**config.mk**
```make
export PLATFORM = sky130hd
export DESIGN_NAME = clock_run_timer
export DESIGN_NICKNAME = d
export VERILOG_FILES = /design/src/rtl/clock_run_timer.sv
export SDC_FILE = /design/constraint.sdc
export NUM_CORES = 1
export LEC_CHECK = 0
export ABC_CLOCK_PERIOD_IN_PS = 2900
export BUFFER_PORTS_ARGS = -buffer_cell sky130_fd_sc_hd__buf_2
export CAP_MARGIN = 40
export CORE_AREA = 2 2 64 66
export CTS_BUF_LIST = sky130_fd_sc_hd__clkbuf_4
export DETAILED_ROUTE_END_ITERATION = 6
export DIE_AREA = 0 0 66 68
export PLACE_DENSITY_LB_ADDON = 0.12
export SLEW_MARGIN = 15
export SYNTH_ARGS = -nofsm -noshare
export SYNTH_HDL_FRONTEND = slang
export SYNTH_SLANG_ARGS = --single-unit
```
**constraint.sdc**
```tcl
create_clock -name clock -period 2.9 [get_ports clock]
set_clock_uncertainty 0.2 [all_clocks]
set_input_delay 0.58 -clock clock [delete_from_list [all_inputs] [get_ports clock]]
set_output_delay 0.58 -clock clock [all_outputs]
set_load 0.005 [all_outputs]
```
**src/rtl/clock_run_timer.sv**
```systemverilog
// Run-time limiter in front of the core clock tree: passes the clock through and,
// in timed mode, lets exactly LIMIT pulses out before holding the gated clock low.
module clock_run_timer #(
  parameter int unsigned CLK_FREQ_HZ = 50000000,
  parameter int unsigned RUN_SECONDS = 10,
  localparam int unsigned LIMIT = CLK_FREQ_HZ * RUN_SECONDS,
  localparam int unsigned CNT_W = $clog2(LIMIT + 1)
) (
  input  logic             clock,
  input  logic             rst,
  input  logic             ctrl,
  output logic             clock_ctrl,
  output logic             running,
  output logic             expired,
  output logic [CNT_W-1:0] count
);

  localparam logic [CNT_W-1:0] LimitC = CNT_W'(LIMIT);

  // Initialisers mirror the reset state so the clock passes before the first reset.
  logic [CNT_W-1:0] count_q = '0;
  logic [CNT_W-1:0] count_d;
  logic             expired_q = 1'b0;
  logic             expired_d;
  logic             running_q = 1'b0;
  logic             running_d;
  logic             gateEn_q = 1'b1;

  // Leaving timed mode abandons the window; in timed mode the count saturates at LIMIT.
  always_comb begin
    count_d   = '0;
    expired_d = 1'b0;
    running_d = 1'b0;
    if (ctrl) begin
      count_d = count_q;
      if (count_q < LimitC) begin
        count_d = count_q + CNT_W'(1);
      end
      expired_d = (count_d == LimitC);
      running_d = ~expired_d;
    end
  end

  always_ff @(posedge clock) begin
    if (rst) begin
      count_q   <= '0;
      expired_q <= 1'b0;
      running_q <= 1'b0;
    end else begin
      count_q   <= count_d;
      expired_q <= expired_d;
      running_q <= running_d;
    end
  end

  // The enable only moves while clock is low, so a gated pulse is never truncated.
  always_ff @(negedge clock) begin
    gateEn_q <= ~expired_q;
  end

  assign clock_ctrl = clock & gateEn_q;
  assign running    = running_q;
  assign expired    = expired_q;
  assign count      = count_q;

endmodule

```
# [Word-level counts from Yosys, hierarchy flattened]
# Cells that the tools add are included.
[word_totals] out_inout_bits=32 reg_bits=32 input_bits=3
[op_classes] n_reduce_logical=1 eq_ne=1 n_lt_le_gt_ge=1 add_sub_neg=1 mux=2 bitwise_logic=4
[ops] cell="29-bit 2-to-1 mux" count=2
[ops] cell="29-bit by 1-bit adder with 29-bit output (second input constant)" count=1
[ops] cell="29-bit == test (second input constant)" count=1
[ops] cell="29-bit < comparator (second input constant)" count=1
[ops] cell="1-bit inverter" count=3
[ops] cell="2-bit OR reduction" count=1
[ops] cell="1-bit AND" count=1

# [Logic depth before layout (Yosys ltp)]
# Gate-level depths: netlist of the first run.
[depth] ltp_word=5 mapped_depth=11

==> results of run 1 <==
[sequential cells by signal, indices dropped and copies added (netlist names)]
register / count
count: 29
expired: 1
gateEn_q: 1
running: 1
[power by group through the flow]
| stage | clock, W | sequential (W) | combinational (W) |
|---|---|---|---|
| final | 0.000341 | 0.000443 | 0.0000214 |
| after global routing | 0.000376 | 0.000443 | 0.0000245 |
| after CTS | 0.000351 | 0.000443 | 0.0000214 |
| after detailed placement | 0.0000285 | 0.000453 | 0.0000214 |
| after global placement | 0.0000285 | 0.000453 | 0.0000210 |
| after floorplan | 0.0000173 | 0.000454 | 0.0000123 |
[routing by layer]
metal | share of wire [%] | global-route usage [%] | wire, microns
met1 | 45 | 37.7 | 2630
met2 | 45 | 42.7 | 2600
met3 | 8.5 | 10.0 | 493
met4 | 1.8 | 14.0 | 104
met5 | 0 | 0 | 0
[cells in the mapped netlist (3+ instances only)]
cell       number  area (sq um)
a21oi_1        13          65.1
clkbuf_1       14          52.6
o21ai_0         8          40.0
xnor2_1        10          87.6
o2111ai_1       4          35.0
and2_1          4          25.0
buf_2           5          25.0
nor3_1          8          40.0
o211ai_1        4          30.0
nand3_1        19          95.1
nor4_1          7          43.8
nor2_1         39           146
and3_1          8          50.1
nand4_1        16           100
dfxtp_1        32           641
nand2_1        24          90.1
or3_1           4          25.0
or4_1           3          22.5
nor2b_1         3          18.8
inv_1           8          30.0
xor2_1         12           105
[per-stage QoR]
| step | util, % | area [sq um] |
|---|---|---|
| after floorplan | - | 2190 |
| after global placement | 64.9 | 2500 |
| after detailed placement | 64.9 | 2500 |
| after CTS | 66.8 | 2580 |
| after global routing | 67.3 | 2590 |
| final | 67.3 | 2590 |
[final timing paths]
| path | startpoint | to | slack [ns] | cells after the start |
|---|---|---|---|---|
| min reg2reg | count[1] | count[1] | 0.32 | 2 |
| max reg2reg | count[1] | expired | 0.13 | 7 |
| min | count[1] | count[1] | 0.32 | 2 |
| max | gateEn_q | clock_ctrl | -0.35 | 2 |
[worst max-delay path, delay by kind of cell, from the launching register on]
kind	cells	cell delay (ns)
buf+inv	1	0.12
simple gates	1	0.12
flops	1	0.28
[layout make-up]
class,count,area (sq um)
diodes,1,2.50
clock buffers,10,72.6
clock inverters,2,8.76
fillers,357,1260
inverters,7,26.3
multi-input cells,230,1420
flip-flops and latches,32,641
well taps,50,62.6
repair buffers,59,360
[logic make-up (layout without fill, tap and decap cells)]
logic type / count (synthesis) / count (layout) / synth area share, %
adder cells (fa/ha/maj): 1 / 1 / 0.570
XOR/XNOR: 22 / 22 / 8.78
AND/OR/NAND/NOR: 147 / 147 / 34.4
other: 0 / 1 / 0
flip-flops: 32 / 32 / 29.2
AO/OA/AOI/OAI: 59 / 59 / 20.1
buffers and inverters: 31 / 78 / 6.44
multiplexers: 1 / 1 / 0.456
[repair_timing]
action / in CTS / in global routing
setup endpoints to repair: 2 / 4
gates resized for setup: 0 / 2
buffers inserted: 0 / 1
hold endpoints to repair: 0 / 0
pin swaps: 0 / 0
==> results list, run 1 <==
- The count of nets left with antenna violations once routing finished came out at 0.
* WL final: 5830 microns
* Average via count per standard cell: 5.97
* Global route total overflow: 0
* Status: complete, but fails checks
- The design draws 0.000805 W.
- TritonCTS clock tree: yes
- Number of remaining DRC errors: 0
- P per Cell Area: 310 nW/um^2
* Final max-slew violation count: 0
- Leaving out fill and tap cells, the most frequent cell in the layout is nor2_1.
* Post-Syn Area: 2190 sq um
* Overall fraction of global-route tracks in use: 28.9%
* Layout cells sized above 1: 24.1%
- Syn nets: 297
- Number of synthesis warnings: 0
- Die footprint: 4490 sq um
* Starting utilization of the core area: 56.9%
- Peak fanout along the critical path: 1
* Asr flop ratio synth: 0%
- The die is 68 microns tall.
- In this run, synthesis inferred 0 flip-flops with an integrated enable.
- Before CTS, the worst setup slack after placement is 0.128 ns.
- MaxCap Viol Count: 0
* Data arrival time of the critical path: 2.47 ns
* Buffers on Ports: 34
* Switch Pwr: 0.000193 W
- Post-CTS Hold Fix Bufs: 0
- Cell-internal power: 0.000612 W
- Slew @ Worst Pin: 0.719 ns
- The synthesized design contains 32 register bits.
- The path class of the tightest hold or removal check is flip-flop to flip-flop.
- Length of the first detailed-routing pass in iterations: 5
* Required @ worst endpoint: 2.12 ns
- Final hold vios: 0
* Clk Latency, worst-skew pair: 0.47 ns
- Fin cells: 391
- The via count of the first global-routing pass is 2037.
- Synthesis produced a netlist whose cell count is 293.
- Worst-path cell with the longest stage delay: dfxtp_1
* Standard cell core area: 3860 sq um
- Max transition margin: 52.1%
- Part of the Yosys area used for sequential elements: 29.2%
* Highest ir drop seen on vdd: 0.202 mV
- Kind of start point of the critical path: flip-flop
- Post-placement cell count: 379
- Number of cell rows: 23
- After synthesis, the netlist uses 56 different library cells.
- In this run switching power makes up 23.9% of total power.
* Mean instance size in the synthesized netlist: 7.49 sq um
* Total Neg Setup Slack: -0.355 ns
* Minimum hold slack: 0.324 ns
- The most used flip-flop cell after synthesis is dfxtp_1.
* Clock-pin slew reported for the worst setup and hold paths after clock tree synthesis: 0.09 ns
- Chip width: 66 microns
- Total vias in the final route: 2335
- The top cell types in the final layout, fill and taps aside, are nor2_1 (39), buf_2 (34), dfxtp_1 (32).
* Routed len/inst: 14.9 microns
* Antenna violations before repair: 1
* Maximum number of pins on one net before global-route repair: 19
- IO Count: 35
* Relative contribution of combinational cells to total power: 2.7%
- Cells traversed along the worst timing path: and2_1, buf_2
- Max stage delay on crit path: 0.28 ns
- Sequential share of power: 55.0%
- Net count of the finished layout: 344
- Part of the total power dissipated in the clock network: 42.3%
* Violated checks: negative setup slack
- Wire length of the first global-routing pass: 9650 microns
- Detailed placement ended at an HPWL of 4340 microns.
* Drt first-iter violations: 190
- From synthesis to final layout, the design area changed by 18.2%.
* Endpoints failing setup: 2
- The setup path with the least slack is of type flip-flop to primary output.
- STA classifies the critical path endpoint as a primary output.
- Leakage power of the design: 0.956 nW
- Setup repair after global routing missed its margin: true
- At the end of routability-driven placement, the weighted congestion stood at 0.884.
* Post-route setup slack: -0.355 ns
(Power assumes the default switching activity.)
==> run 2, diff against run 1 <==
--- a/config.mk
+++ b/config.mk
@@ -13,6 +13,7 @@
 export DETAILED_ROUTE_END_ITERATION = 6
 export DIE_AREA = 0 0 66 68
 export PLACE_DENSITY_LB_ADDON = 0.12
+export RECOVER_POWER = 100
 export SLEW_MARGIN = 15
 export SYNTH_ARGS = -nofsm -noshare
 export SYNTH_HDL_FRONTEND = slang
==> run 2 against run 1 <==
Compared with the run above:
- the flow still finishes with violations (negative setup slack)
- cell count is the same
- count of clock-buffer cells in the layout is the same
- highest routed layer unchanged
- non-clock buffer count is the same
- sequential power is essentially flat
- critical path type unchanged
- sequential share of layout area grew 0.70 points
==> results list, run 2 (synthesized netlist as in run 1, its figures left out) <==
* Maximum number of pins on one net before global-route repair: 19
- The max-slew violation count came to 0.
- Max transition margin: 50.0%
* Die height: 68 microns
- Length of the first detailed-routing pass in iterations: 4
* Average via count per standard cell: 5.97
- Max stage delay on crit path: 0.28 ns
- Layout cells sized above 1: 16.8%
- After layout, the worst setup slack is -0.352 ns.
- Number of remaining DRC errors: 0
- For this run, the share of the core covered by cells in the final layout is 65.4%.
- Wire length of the first global-routing pass: 9650 microns
- For this run, the post-layout net count is 344.
- Most common cell after layout, fill and taps aside: nor2_1
- IO Count: 35
- Clock-pin slew reported for the worst setup and hold paths after clock tree synthesis: 0.09 ns
* HPWL after detailed placement: 4340 microns
- MaxCap Viol Count: 0
- For this run the aggregate overflow at the end of global routing stands at 0.
* Critical path capture point type: primary output
* Hold WC Path Type: flip-flop to flip-flop
* Endpoints failing setup: 4
* Endpoint of the worst-slack reg-to-reg timing path: expired
- The most critical setup path has its startpoint at gateEn_q.
- Cells traversed along the worst timing path: and2_1, buf_2
- TritonCTS clock tree: yes
* Highest ir drop seen on vdd: 0.206 mV
- Setup repair after global routing missed its margin: true
- After detailed routing, the average wire length per cell comes to 15.0 microns.
* Buffers on Ports: 34
- Setup slack on the worst reg-to-reg path comes out at -0.17 ns.
- Total Neg Setup Slack: -0.584 ns
* Reg2reg start: count[17]
* Reg2Reg Depth: 10
- Worst-case setup slack after placement: 0.128 ns
- In this run, post-CTS hold repair placed 0 buffers.
* Required @ worst endpoint: 2.12 ns
- The path with the worst hold slack has its endpoint at count[1].
* Layout filler cell count: 381
- Data arrival time of the critical path: 2.47 ns
* Antenna violations before repair: 1
- The initial utilization of the core area, before any placement, comes to 56.9%.
- The number of hold-slack violations in the final timing report came to 0.
- Final weighted congestion of routability-driven global placement: 0.884
- Overall fraction of global-route tracks in use: 28.9%
* Violated checks: negative setup slack
* Minimum hold slack: 0.327 ns
- The register with the most flip-flops in the layout has 29 of them.
- Peak fanout along the critical path: 1
- The die covers 4490 sq um.
- Measured along the x axis, the die boundary spans 66 microns.
- The top cell types in the final layout, fill and taps aside, are nor2_1 (39), dfxtp_1 (32), clkbuf_1 (25).
- The via count of the first global-routing pass was 2037.
- Number of cell rows: 23
* Area added between synthesis and finish: 15.0%
- Standard cell core area: 3860 sq um
- Slew @ Worst Pin: 0.749 ns
- WL final: 5880 microns
- Kind of start point of the critical path: flip-flop
* Total vias in the final route: 2336
- Drt first-iter violations: 182
- The detail route stage leaves a number of antenna-violating nets equal to 0.
* Status: complete, but fails checks
- The slowest stage of the critical path is the dfxtp_1 cell.
* Origin of the worst min-delay path: count[1]
* WHS Path Cells: 2
- P per Cell Area: 319 nW/um^2
* Critical path start-end classification: flip-flop to primary output
- Clk Latency, worst-skew pair: 0.47 ns
- In this run the static leakage power is 0.851 nW.
==> run 2: changes by cell type in the layout (fill, tap and decap cells not counted), sizes merged <==
cell    change
buf        -26
clkbuf     +26
==> run 2: repair_timing <==
action | in CTS | in global routing
setup endpoints to repair | 2 | 4
buffers inserted | 0 | 1
gates resized for setup | 0 | 2
==> run 2: routing by layer <==
layer,global-route usage [%],part of all wire (%)
met3,10.0,8.2
met4,14.0,1.7
met2,42.7,44
met5,0,0
met1,37.7,46
==> run 2: cell type report <==
cell class              count  area [sq um]  area share (%)
well taps                  50          62.6            2.48
clock buffers              10          72.6            2.88
repair buffers             59           289            11.5
diodes                      1          2.50          0.0992
inverters                   7          26.3            1.04
clock inverters             2          8.76           0.347
multi-input cells         230          1420            56.3
flip-flops and latches     32           641            25.4
==> run 2: how the worst max path moves through the flow <==
| stage | to | slack, ns | cells past startpoint |
|---|---|---|---|
| after floorplan | running | 0.25 | 9 |
| after global placement | clock_ctrl | 0.17 | 2 |
| after detailed placement | expired | 0.13 | 7 |
| after CTS | clock_ctrl | -0.36 | 2 |
| after global routing | clock_ctrl | -0.39 | 2 |
| final | clock_ctrl | -0.35 | 2 |
==> run 2: where the power goes <==
group          internal [W]  total (W)  switching (W)
Combinational    0.00000779  0.0000209      0.0000131
Sequential         0.000441   0.000443     0.00000146
Clock              0.000162   0.000342       0.000180
Total              0.000611   0.000806       0.000194
==> run 2: metrics by stage <==
stage                     instance area (sq um)  power (W)  cells
after floorplan                            2190   0.000483    293
after global placement                     2500   0.000502    379
after detailed placement                   2500   0.000503    379
after CTS                                  2580   0.000815    389
after global routing                       2520   0.000843    391
final                                      2520   0.000806    391
==> run 2: critical path: cells and delay by family, from the launching register on <==
family | cells | cell delay [ns]
and+or+nand+nor | 1 | 0.12
DFF | 1 | 0.28
buffers and inverters | 1 | 0.12
==> run 3, diff against run 2 <==
--- a/config.mk
+++ b/config.mk
@@ -8,11 +8,11 @@
 export ABC_CLOCK_PERIOD_IN_PS = 2900
 export BUFFER_PORTS_ARGS = -buffer_cell sky130_fd_sc_hd__buf_2
 export CAP_MARGIN = 40
-export CORE_AREA = 2 2 64 66
+export CORE_AREA = 2 2 74 58
 export CTS_BUF_LIST = sky130_fd_sc_hd__clkbuf_4
 export DETAILED_ROUTE_END_ITERATION = 6
-export DIE_AREA = 0 0 66 68
-export PLACE_DENSITY_LB_ADDON = 0.12
+export DIE_AREA = 0 0 76 60
+export PLACE_DENSITY = 0.81
 export RECOVER_POWER = 100
 export SLEW_MARGIN = 15
 export SYNTH_ARGS = -nofsm -noshare
==> run 3 against run 2 <==
Compared with the run above:
- the flow still finishes with violations (negative setup slack)
- hold slack better by 0.00060 ns
- core utilization is 0.17 points higher
- global-route usage is 1.3 points lower
- largest power group unchanged
- flip-flop and latch count stayed put
- first-iteration DRC count is 120% higher
- critical path type unchanged
==> results list, run 3 (synthesized netlist as in run 1, its figures left out) <==
* Final weighted congestion of routability-driven global placement: 0.992
- Power spread over the standard cell area amounts to 351 nW/um^2.
* Die footprint: 4560 sq um
- Port buffering added 34 buffers.
* Max transition margin: 65.0%
* TritonCTS clock tree: yes
- The first global-routing pass estimated 9790 microns of wire.
* Slack of the worst reg-to-reg path: -0.10 ns
* Hold WC Path Type: flip-flop to flip-flop
* Endpoint of the worst-slack reg-to-reg timing path: running
* Remaining antenna violation count after routing: 0
- Following the worst setup path forward leads to its endpoint at clock_ctrl.
- Final max-slew violation count: 0
- Global route total overflow: 0
- Overall fraction of global-route tracks in use: 27.6%
- The via count of the first global-routing pass was 2064.
- In this run the number of cells on the critical path is 2.
- Max stage delay on crit path: 0.28 ns
- Clock-pin slew reported for the worst setup and hold paths after clock tree synthesis: 0.10 ns
* Maximum number of pins on one net before global-route repair: 16
- Together, buffers and inverters on the worst path number 1.
- Antenna violations before repair: 0
* IO Count: 35
- The most critical setup path has its startpoint at gateEn_q.
- At the worst endpoint, the arrival time is 2.46 ns.
* Post-route setup slack: -0.342 ns
* MaxCap Viol Count: 0
- After the first detailed-routing iteration, the DRC count stood at 405.
* Peak fanout along the critical path: 1
* Starting utilization of the core area: 56.6%
- The critical path is of the flip-flop to primary output type.
- The first TritonRoute pass finished after 5 iterations.
- Standard cell core area: 3880 sq um
- Cell family with the largest share of critical-path delay: flip-flops
- Setup fix buffers added after clock tree synthesis: 0
- From synthesis to final layout, the design area changed by 16.0%.
* Number of remaining DRC errors: 0
- In this run the critical register-to-register path is launched from count[7].
- Die height: 60 microns
- Summing internal, switching and leakage power gives 0.000893 W.
- Total vias in the final route: 2465
- Critical path capture point type: primary output
- Status: complete, but fails checks
- Clk Latency, worst-skew pair: 0.44 ns
- Detailed placement ended at an HPWL of 4440 microns.
- At the end of the flow, the number of nets in the layout was 342.
* Final hold vios: 0
- Endpoints failing setup: 4
* Setup repair after global routing missed its margin: true
- Final non-filler cell area: 2540 sq um
* Routed len/inst: 15.8 microns
* Cell area after placement: 2500 sq um
- For this design, the slowest cell found on the critical path is dfxtp_1.
- The library cells used most frequently in the layout, excluding fill and tap cells, are nor2_1 (39), dfxtp_1 (32), clkbuf_1 (25).
- Average via count per standard cell: 6.26
* Slew @ Worst Pin: 0.526 ns
- Layout cells sized above 1: 15.9%
- Number of flip-flops in the largest register: 29
- Violated checks: negative setup slack
* Most common cell after layout, fill and taps aside: nor2_1
* Reg2Reg Depth: 9
* WL final: 6220 microns
- The critical path goes through and2_1, buf_2.
- Number of cell rows: 20
- Kind of start point of the critical path: flip-flop
- Antenna diode count: 0
- The die is 76 microns wide.
- Data on the critical path is required at its endpoint by 2.12 ns.
* Leakage power of the design: 0.862 nW
- The worst-case IR drop observed on VDD is 0.339 mV.
## run 3: cell types whose count changed in the layout (fill, tap and decap cells not counted)
cell / change
buf_4: -1
bufinv_16: +1
clkbuf_2: -1
clkbuf_4: -1
diode_2: -1
ha_1: +1
ha_2: -1
inv_1: +1
nor4_1: -1
nor4_2: +1
o21ai_0: +1
o21ai_1: -1
o21ba_1: +1
o21ba_2: -1
## run 3: how the worst min path moves through the flow
stage | startpoint | endpoint | slack, ns | depth (start not counted)
2_1_floorplan | count[1] | count[1] | 0.30 | 2
3_3_place_gp | count[1] | count[1] | 0.29 | 2
3_5_place_dp | count[1] | count[1] | 0.31 | 2
4_1_cts | count[1] | count[1] | 0.33 | 2
5_1_grt | count[1] | count[1] | 0.37 | 2
6_report | count[1] | count[1] | 0.33 | 2
## run 3: per-layer routing
layer  routed length [microns]  track usage [%]  up-vias
met5                         0                0        -
met4                       167             10.1        0
met3                       784             9.97       28
met2                      2570             41.6      171
met1                      2690             36.8     1110
li1                          -                -     1156
## run 3: layout make-up
cell class	count	area, sq um
flip-flops and latches	32	641
repair buffers	57	277
fillers	348	1330
inverters	7	26.3
multi-input cells	230	1430
clock buffers	9	65.1
clock inverters	4	42.5
well taps	55	68.8
## run 3: timing repair
item,4_1_cts,5_1_grt
endpoints found under the setup margin,2,4
pin swaps,0,1
hold buffers,0,0
gates resized for setup,0,4
## run 3: per-stage QoR
step / setup TNS (ns) / util, % / hold WS [ns] / std cells / setup slack [ns]
CTS: -0.350 / 67.1 / 0.325 / 394 / -0.350
detailed placement: 0 / 64.5 / 0.310 / 383 / 0.145
finish: -0.527 / 65.6 / 0.328 / 394 / -0.342
global route: -1.02 / 65.6 / 0.372 / 394 / -0.400
global placement: 0 / 64.5 / 0.294 / 383 / 0.170
floorplan: 0 / - / 0.296 / 293 / 0.249
## run 3: worst register-to-register path, stage by stage, from the launching register on
cell and delay (ns):
dfxtp_1 0.35, clkbuf_1 0.42, nand4_1 0.30, nor3_1 0.34, clkbuf_1 0.26, nand3_1 0.22, o21ai_0 0.19, or3b_1 0.38
o211a_1 0.14, a21oi_1 0.14
## run 3: power breakdown
group          leakage (nW)  internal [W]  total [W]  switching [W]
Combinational         0.532    0.00000875  0.0000225      0.0000138
Sequential            0.258      0.000441   0.000443     0.00000161
Clock                0.0718      0.000241   0.000427       0.000187
Total                 0.862      0.000691   0.000893       0.000202
